**config.mk**
```make
export PLATFORM = sky130hd
export DESIGN_NAME = vga_timing_ctrl
export DESIGN_NICKNAME = d
export VERILOG_FILES = /design/src/rtl/vga_timing_ctrl.sv
export SDC_FILE = /design/constraint.sdc
export NUM_CORES = 1
export LEC_CHECK = 0
export BUFFER_PORTS_ARGS = -buffer_cell sky130_fd_sc_hd__buf_2
export CAP_MARGIN = 40
export CORE_ASPECT_RATIO = 0.9
export CORE_MARGIN = 10
export CORE_UTILIZATION = 60
export CTS_BUF_LIST = sky130_fd_sc_hd__clkbuf_2
export DETAILED_ROUTE_END_ITERATION = 8
export GPL_ROUTABILITY_DRIVEN = 0
export GPL_TIMING_DRIVEN = 0
export PLACE_DENSITY_LB_ADDON = 0.05
export SLEW_MARGIN = 20
export SYNTH_ARGS = -nofsm -noshare
export SYNTH_HDL_FRONTEND = slang
export SYNTH_SLANG_ARGS = --single-unit
```
**constraint.sdc**
```tcl
create_clock -name CLK -period 5.11 [get_ports CLK]
set_input_delay 0.2555 -clock CLK [delete_from_list [all_inputs] [get_ports CLK]]
set_output_delay 0.2555 -clock CLK [all_outputs]
set_load 0.05 [all_outputs]
```
**src/rtl/vga_timing_ctrl.sv**
```systemverilog
`default_nettype none
// +--------------------------------------------------------------------------+
// | Module   : vga_timing_ctrl                                               |
// | Purpose  : VGA raster sequencer. Owns the pixel/line counters, the       |
// |            pixel-enable cadence and the registered HSYNC/VSYNC/DE decode.|
// |            Run/stop is applied at frame granularity so a frame is never  |
// |            torn.                                                         |
// | Ports    : CLK          system clock                                     |
// |            RST          asynchronous active-high reset                   |
// |            EN           run request (level)                              |
// |            CE           pixel enable, one pulse per pixel                |
// |            X, Y         raster position of the presented pixel           |
// |            HSYNC/VSYNC  sync pulses, polarity set by SYNC_POL            |
// |            DE           visible-area flag                                |
// |            LINE_START   one-pixel pulse with X = 0                       |
// |            FRAME_START  one-pixel pulse with X = 0, Y = 0                |
// |            RUNNING      high while in RUN or DRAIN                       |
// | Revision : 1.0  initial release                                          |
// +--------------------------------------------------------------------------+
module vga_timing_ctrl #(
  parameter int unsigned H_ACTIVE = 800,
  parameter int unsigned H_FP     = 56,
  parameter int unsigned H_SYNC   = 120,
  parameter int unsigned H_BP     = 64,
  parameter int unsigned V_ACTIVE = 600,
  parameter int unsigned V_FP     = 37,
  parameter int unsigned V_SYNC   = 6,
  parameter int unsigned V_BP     = 23,
  parameter int unsigned CE_DIV   = 1,
  parameter bit          SYNC_POL = 1'b1
) (
  input  logic        CLK,
  input  logic        RST,
  input  logic        EN,
  output logic        CE,
  output logic [10:0] X,
  output logic [9:0]  Y,
  output logic        HSYNC,
  output logic        VSYNC,
  output logic        DE,
  output logic        LINE_START,
  output logic        FRAME_START,
  output logic        RUNNING
);

  localparam int unsigned H_TOTAL = H_ACTIVE + H_FP + H_SYNC + H_BP;
  localparam int unsigned V_TOTAL = V_ACTIVE + V_FP + V_SYNC + V_BP;

  localparam logic [10:0] H_LAST     = 11'(H_TOTAL - 1);
  localparam logic [9:0]  V_LAST     = 10'(V_TOTAL - 1);
  // Decode bounds carry one extra bit so an end value equal to 2048/1024
  // (sync or active region touching the top of the range) still compares.
  localparam logic [11:0] H_DE_END   = 12'(H_ACTIVE);
  localparam logic [11:0] HS_START   = 12'(H_ACTIVE + H_FP);
  localparam logic [11:0] HS_END     = 12'(H_ACTIVE + H_FP + H_SYNC);
  localparam logic [10:0] V_DE_END   = 11'(V_ACTIVE);
  localparam logic [10:0] VS_START   = 11'(V_ACTIVE + V_FP);
  localparam logic [10:0] VS_END     = 11'(V_ACTIVE + V_FP + V_SYNC);
  localparam logic [3:0]  PRESC_LAST = 4'(CE_DIV - 1);
  localparam logic        SYNC_IDLE  = ~SYNC_POL;

  generate
    if ((H_TOTAL > 2048) || (V_TOTAL > 1024) || (H_TOTAL < 1) || (V_TOTAL < 1) ||
        (CE_DIV < 1) || (CE_DIV > 16)) begin : g_param_check
      $error("vga_timing_ctrl: illegal timing parameters");
    end
  endgenerate

  typedef enum logic [1:0] {
    S_IDLE  = 2'd0,
    S_RUN   = 2'd1,
    S_DRAIN = 2'd2
  } state_t;

  state_t      state_q, state_d;
  logic [3:0]  presc_q, presc_d;
  logic [10:0] x_q, x_d;
  logic [9:0]  y_q, y_d;
  logic        ce_q, ce_d;
  logic        hsync_q, hsync_d;
  logic        vsync_q, vsync_d;
  logic        de_q, de_d;
  logic        line_start_q, line_start_d;
  logic        frame_start_q, frame_start_d;

  logic        tick;
  logic        load;
  logic        live;
  logic        at_last_x;
  logic        at_last_px;
  logic [11:0] x_ext;
  logic [10:0] y_ext;

  always_comb begin
    state_d    = state_q;
    presc_d    = presc_q;
    x_d        = x_q;
    y_d        = y_q;
    tick       = 1'b0;
    load       = 1'b0;
    at_last_x  = (x_q == H_LAST);
    at_last_px = at_last_x && (y_q == V_LAST);

    case (state_q)
      S_IDLE: begin
        presc_d = 4'd0;
        x_d     = 11'd0;
        y_d     = 10'd0;
        if (EN) begin
          // The start edge itself presents pixel (0,0) with FRAME_START.
          state_d = S_RUN;
          load    = 1'b1;
        end
      end
      default: begin
        tick    = (presc_q == PRESC_LAST);
        presc_d = tick ? 4'd0 : presc_q + 4'd1;
        load    = tick;
        if (tick) begin
          if (at_last_x) begin
            x_d = 11'd0;
            y_d = at_last_px ? 10'd0 : y_q + 10'd1;
          end else begin
            x_d = x_q + 11'd1;
          end
        end
        // EN wins over the end-of-frame exit; a RUN that loses EN on its
        // final pixel only enters DRAIN, so one more full frame is drawn.
        if (EN) begin
          state_d = S_RUN;
        end else if ((state_q == S_DRAIN) && tick && at_last_px) begin
          state_d = S_IDLE;
          presc_d = 4'd0;
        end else begin
          state_d = S_DRAIN;
        end
      end
    endcase

    // Decode from next-state counters so the registered flags line up with
    // the registered X/Y they describe.
    live          = (state_d != S_IDLE);
    x_ext         = {1'b0, x_d};
    y_ext         = {1'b0, y_d};
    ce_d          = live && load;
    de_d          = live && (x_ext < H_DE_END) && (y_ext < V_DE_END);
    hsync_d       = (live && (x_ext >= HS_START) && (x_ext < HS_END)) ? SYNC_POL : SYNC_IDLE;
    vsync_d       = (live && (y_ext >= VS_START) && (y_ext < VS_END)) ? SYNC_POL : SYNC_IDLE;
    line_start_d  = ce_d && (x_d == 11'd0);
    frame_start_d = line_start_d && (y_d == 10'd0);
  end

  always_ff @(posedge CLK or posedge RST) begin
    if (RST) begin
      state_q       <= S_IDLE;
      presc_q       <= 4'd0;
      x_q           <= 11'd0;
      y_q           <= 10'd0;
      ce_q          <= 1'b0;
      hsync_q       <= SYNC_IDLE;
      vsync_q       <= SYNC_IDLE;
      de_q          <= 1'b0;
      line_start_q  <= 1'b0;
      frame_start_q <= 1'b0;
    end else begin
      state_q       <= state_d;
      presc_q       <= presc_d;
      x_q           <= x_d;
      y_q           <= y_d;
      ce_q          <= ce_d;
      hsync_q       <= hsync_d;
      vsync_q       <= vsync_d;
      de_q          <= de_d;
      line_start_q  <= line_start_d;
      frame_start_q <= frame_start_d;
    end
  end

  assign CE          = ce_q;
  assign X           = x_q;
  assign Y           = y_q;
  assign HSYNC       = hsync_q;
  assign VSYNC       = vsync_q;
  assign DE          = de_q;
  assign LINE_START  = line_start_q;
  assign FRAME_START = frame_start_q;
  assign RUNNING     = (state_q != S_IDLE);

endmodule
`default_nettype wire

```
==> impl_metrics.yaml <==
run_status:
  status: "finished, final reports clean"
route:
  drc: 0
  via_per_inst: 5.980
  drt_iter0_drc: 174
  post_drt_wl_per_cell_um: 16.05
  firstDrtPassIters: 4
  ant_nets: 0
  wl_um: 4736
  vias: 1764
power_and_ir_drop:
  ir_drop_uv: 197.7
  p_leak_nw: 1.012
  powerDensity_nw_per_um2: 246.8
floorplan:
  fp.dieW_um: 80.10
  die_area_um2: 5935
  top_level_ports: 31
  die_h_um: 74.09
  start_util_pct: 63.12
  rows: 19
  core_um2: 3090
placed_design:
  port_buffers: 30
  dp_hpwl_um: 3582
clock_tree:
  cts.htree.levels: 2
  clock_latency_ps: 350
  clk_pin_slew_ps: 160
  postCtsHoldBufs: 1
  cts.sinks: 33
  clockBufferDepth: 2
  tritoncts: "built"
  post_cts_resized: 0
  postCtsSetupRepairBufs: 0
  root_buffer: "clkbuf_2"
  cts_buffers: 5
global_route:
  grt_pass1_vias: 1687
  grt_start_max_net_pins: 34
  gr-total-overflow: 0
  grt_antenna_before_repair: 0
  grt_pass1_wl_um: 8004
  groute.usage.overall_pct: 16.71
sta:
  fin_tns_setup_ps: 0
  fin_hold_ws_ps: 107.4
  post-route-period-util_pct: 57.10
  slew_viol_final: 0
  post-route-min-period_ps: 2918
  relSlewSlack_pct: 51.90
  worst_pin_slew_ps: 718.9
  grt_setup_unrepaired: "false"
  fmax_mhz: 342.7
  finalHoldViolations: 0
  setup_viol: 0
  skew_ps: 12.24
logic_synthesis:
  avgSynthCellArea_um2: 9.115
  synth_cells: 214
  synth-edff-count: 0
  synth_cell_types: 49
  synth-seq-cells: 33
  synth_area_um2: 1951
  ys_warn_count: 0
  ys_seq_area_share_pct: 42.33
  syn-num-nets: 222
  ys.flop_type: "dfrtp_1"
  synth-async-reset-ratio_pct: 100.0
setup_path:
  crit_type: "reg -> reg"
  path_max_fanout: 10
  critPathCaptureType: "flip-flop"
  worstPathArrival_ps: 3200
  worst_ep_required_time_ps: 5390
  reg2reg_setup_slack_ps: 2190
  cp-start-kind: "flip-flop"
min_path:
  hold_path_class: "in -> reg"
final_layout:
  nNetsFinal: 260
  diodes: 0
  area_delta_synth_final_pct: 12.96
  drive_gt1_share_pct: 21.34
  fin_util_pct: 71.30
flow_run:
  max-cap-violations: 0
## cell usage in the layout (no fill, tap or decap), types with 2 or more instances in the layout
| cell | Yosys | final |
|---|---|---|
| nand4_1 | 6 | 6 |
| clkbuf_1 | 5 | 5 |
| or3_1 | 5 | 5 |
| and2_1 | 5 | 5 |
| nand3_1 | 14 | 14 |
| a211oi_1 | 3 | 3 |
| inv_1 | 14 | 13 |
| o31ai_1 | 2 | 2 |
| nor3_1 | 3 | 3 |
| nand2_1 | 17 | 17 |
| nor2_1 | 25 | 25 |
| o21a_1 | 3 | 3 |
| ha_1 | 5 | 5 |
| xnor2_1 | 7 | 7 |
| o311ai_0 | 2 | 2 |
| dfrtp_1 | 33 | 33 |
| nor4_1 | 5 | 5 |
| xor2_1 | 6 | 6 |
| nor3b_1 | 2 | 2 |
| or2_2 | 2 | 2 |
| nand4b_1 | 3 | 3 |
| buf_2 | 1 | 31 |
| inv_2 | 1 | 2 |
| a21oi_1 | 11 | 11 |
| o21ai_0 | 10 | 10 |
| clkbuf_2 | 0 | 8 |
## power breakdown
| part | switching, mW | total, mW | internal, mW |
|---|---|---|---|
| combinational | 0.0953 | 0.130 | 0.0351 |
| clock | 0.0836 | 0.124 | 0.0405 |
| sequential | 0.0134 | 0.289 | 0.276 |
| total | 0.192 | 0.544 | 0.352 |
## per-stage QoR
stage,total power [mW],worst slack (ps),area (um^2),cells
2_1_floorplan,0.3928,2395,1951,214
3_3_place_gp,0.4236,2251,2153,286
3_5_place_dp,0.4252,2280,2153,286
4_1_cts,0.5458,2231,2203,295
5_1_grt,0.5684,1944,2203,295
6_report,0.5438,2192,2203,295
## critical path, stage by stage (launching register included)
cell and delay [ps]:
dfrtp_1 430, inv_1 70, ha_1 150, nor3b_1 350
clkbuf_1 400, nand3_1 150, xor2_1 340, a21oi_1 110
a2111oi_0 450, nand4b_1 220, nor3_2 190
## metal layers
metal	part of all wire [%]	vias up	GRT usage, %
met5	0	-	0
met4	0.84	0	3.711
met3	7.1	9	4.819
met2	48	67	27.96
met1	44	838	20.95
li1	-	850	-
## synthesized netlist by cell type, drive strengths merged (2+ instances only)
cell type	count	share of area, %
a21oi	11	2.8
nand3	14	3.6
or3	5	1.6
o21ai	10	2.6
o21a	3	1.2
ha	5	3.2
o311ai	2	0.90
nor3	5	2.1
nand2	17	3.3
o31ai	2	0.77
dfrtp	33	42
nor2	25	4.8
nor3b	2	0.77
nand4	6	1.9
xor2	6	2.7
and2	5	1.6
nor4	5	1.6
or2	2	0.64
nand4b	3	1.3
inv	15	2.9
clkbuf	5	0.96
xnor2	7	3.1
a211oi	3	1.2
## layout make-up
type,count,area [um^2]
Multi-Input combinational cell,160,1045
Fill cell,251,887.1
Sequential cell,33,825.8
Timing Repair Buffer,31,160.2
Inverter,15,56.30
Tap cell,42,52.55
Clock buffer,8,40.04
Buffer,6,23.77
## flip-flops by register name, summed over array words and instances, names as in the netlist
name         flops
X               11
Y               10
presc_q          4
state_q          2
CE               1
DE               1
FRAME_START      1
HSYNC            1
LINE_START       1
VSYNC            1
## logic make-up after synthesis
| kind of cell | Yosys count | share of synthesized area, % |
|---|---|---|
| compound gates | 41 | 14.56 |
| buf+inv | 21 | 4.105 |
| flops | 33 | 42.33 |
| xor+xnor | 13 | 5.837 |
| simple gates | 100 | 29.44 |
| mux | 1 | 0.5132 |
| fa+ha+maj | 5 | 3.207 |
## path summary, 6_finish.rpt
path,cells past startpoint,start,end
setup / recovery,10,presc_q[0],FRAME_START
hold / removal,2,EN,state_q[1]
setup reg to reg,10,presc_q[0],FRAME_START
hold reg to reg,1,presc_q[0],presc_q[0]
max in group asynchronous,3,RST,X[1]
min in group asynchronous,3,RST,X[8]
No activity file was read; power rests on OpenSTA's default activity.
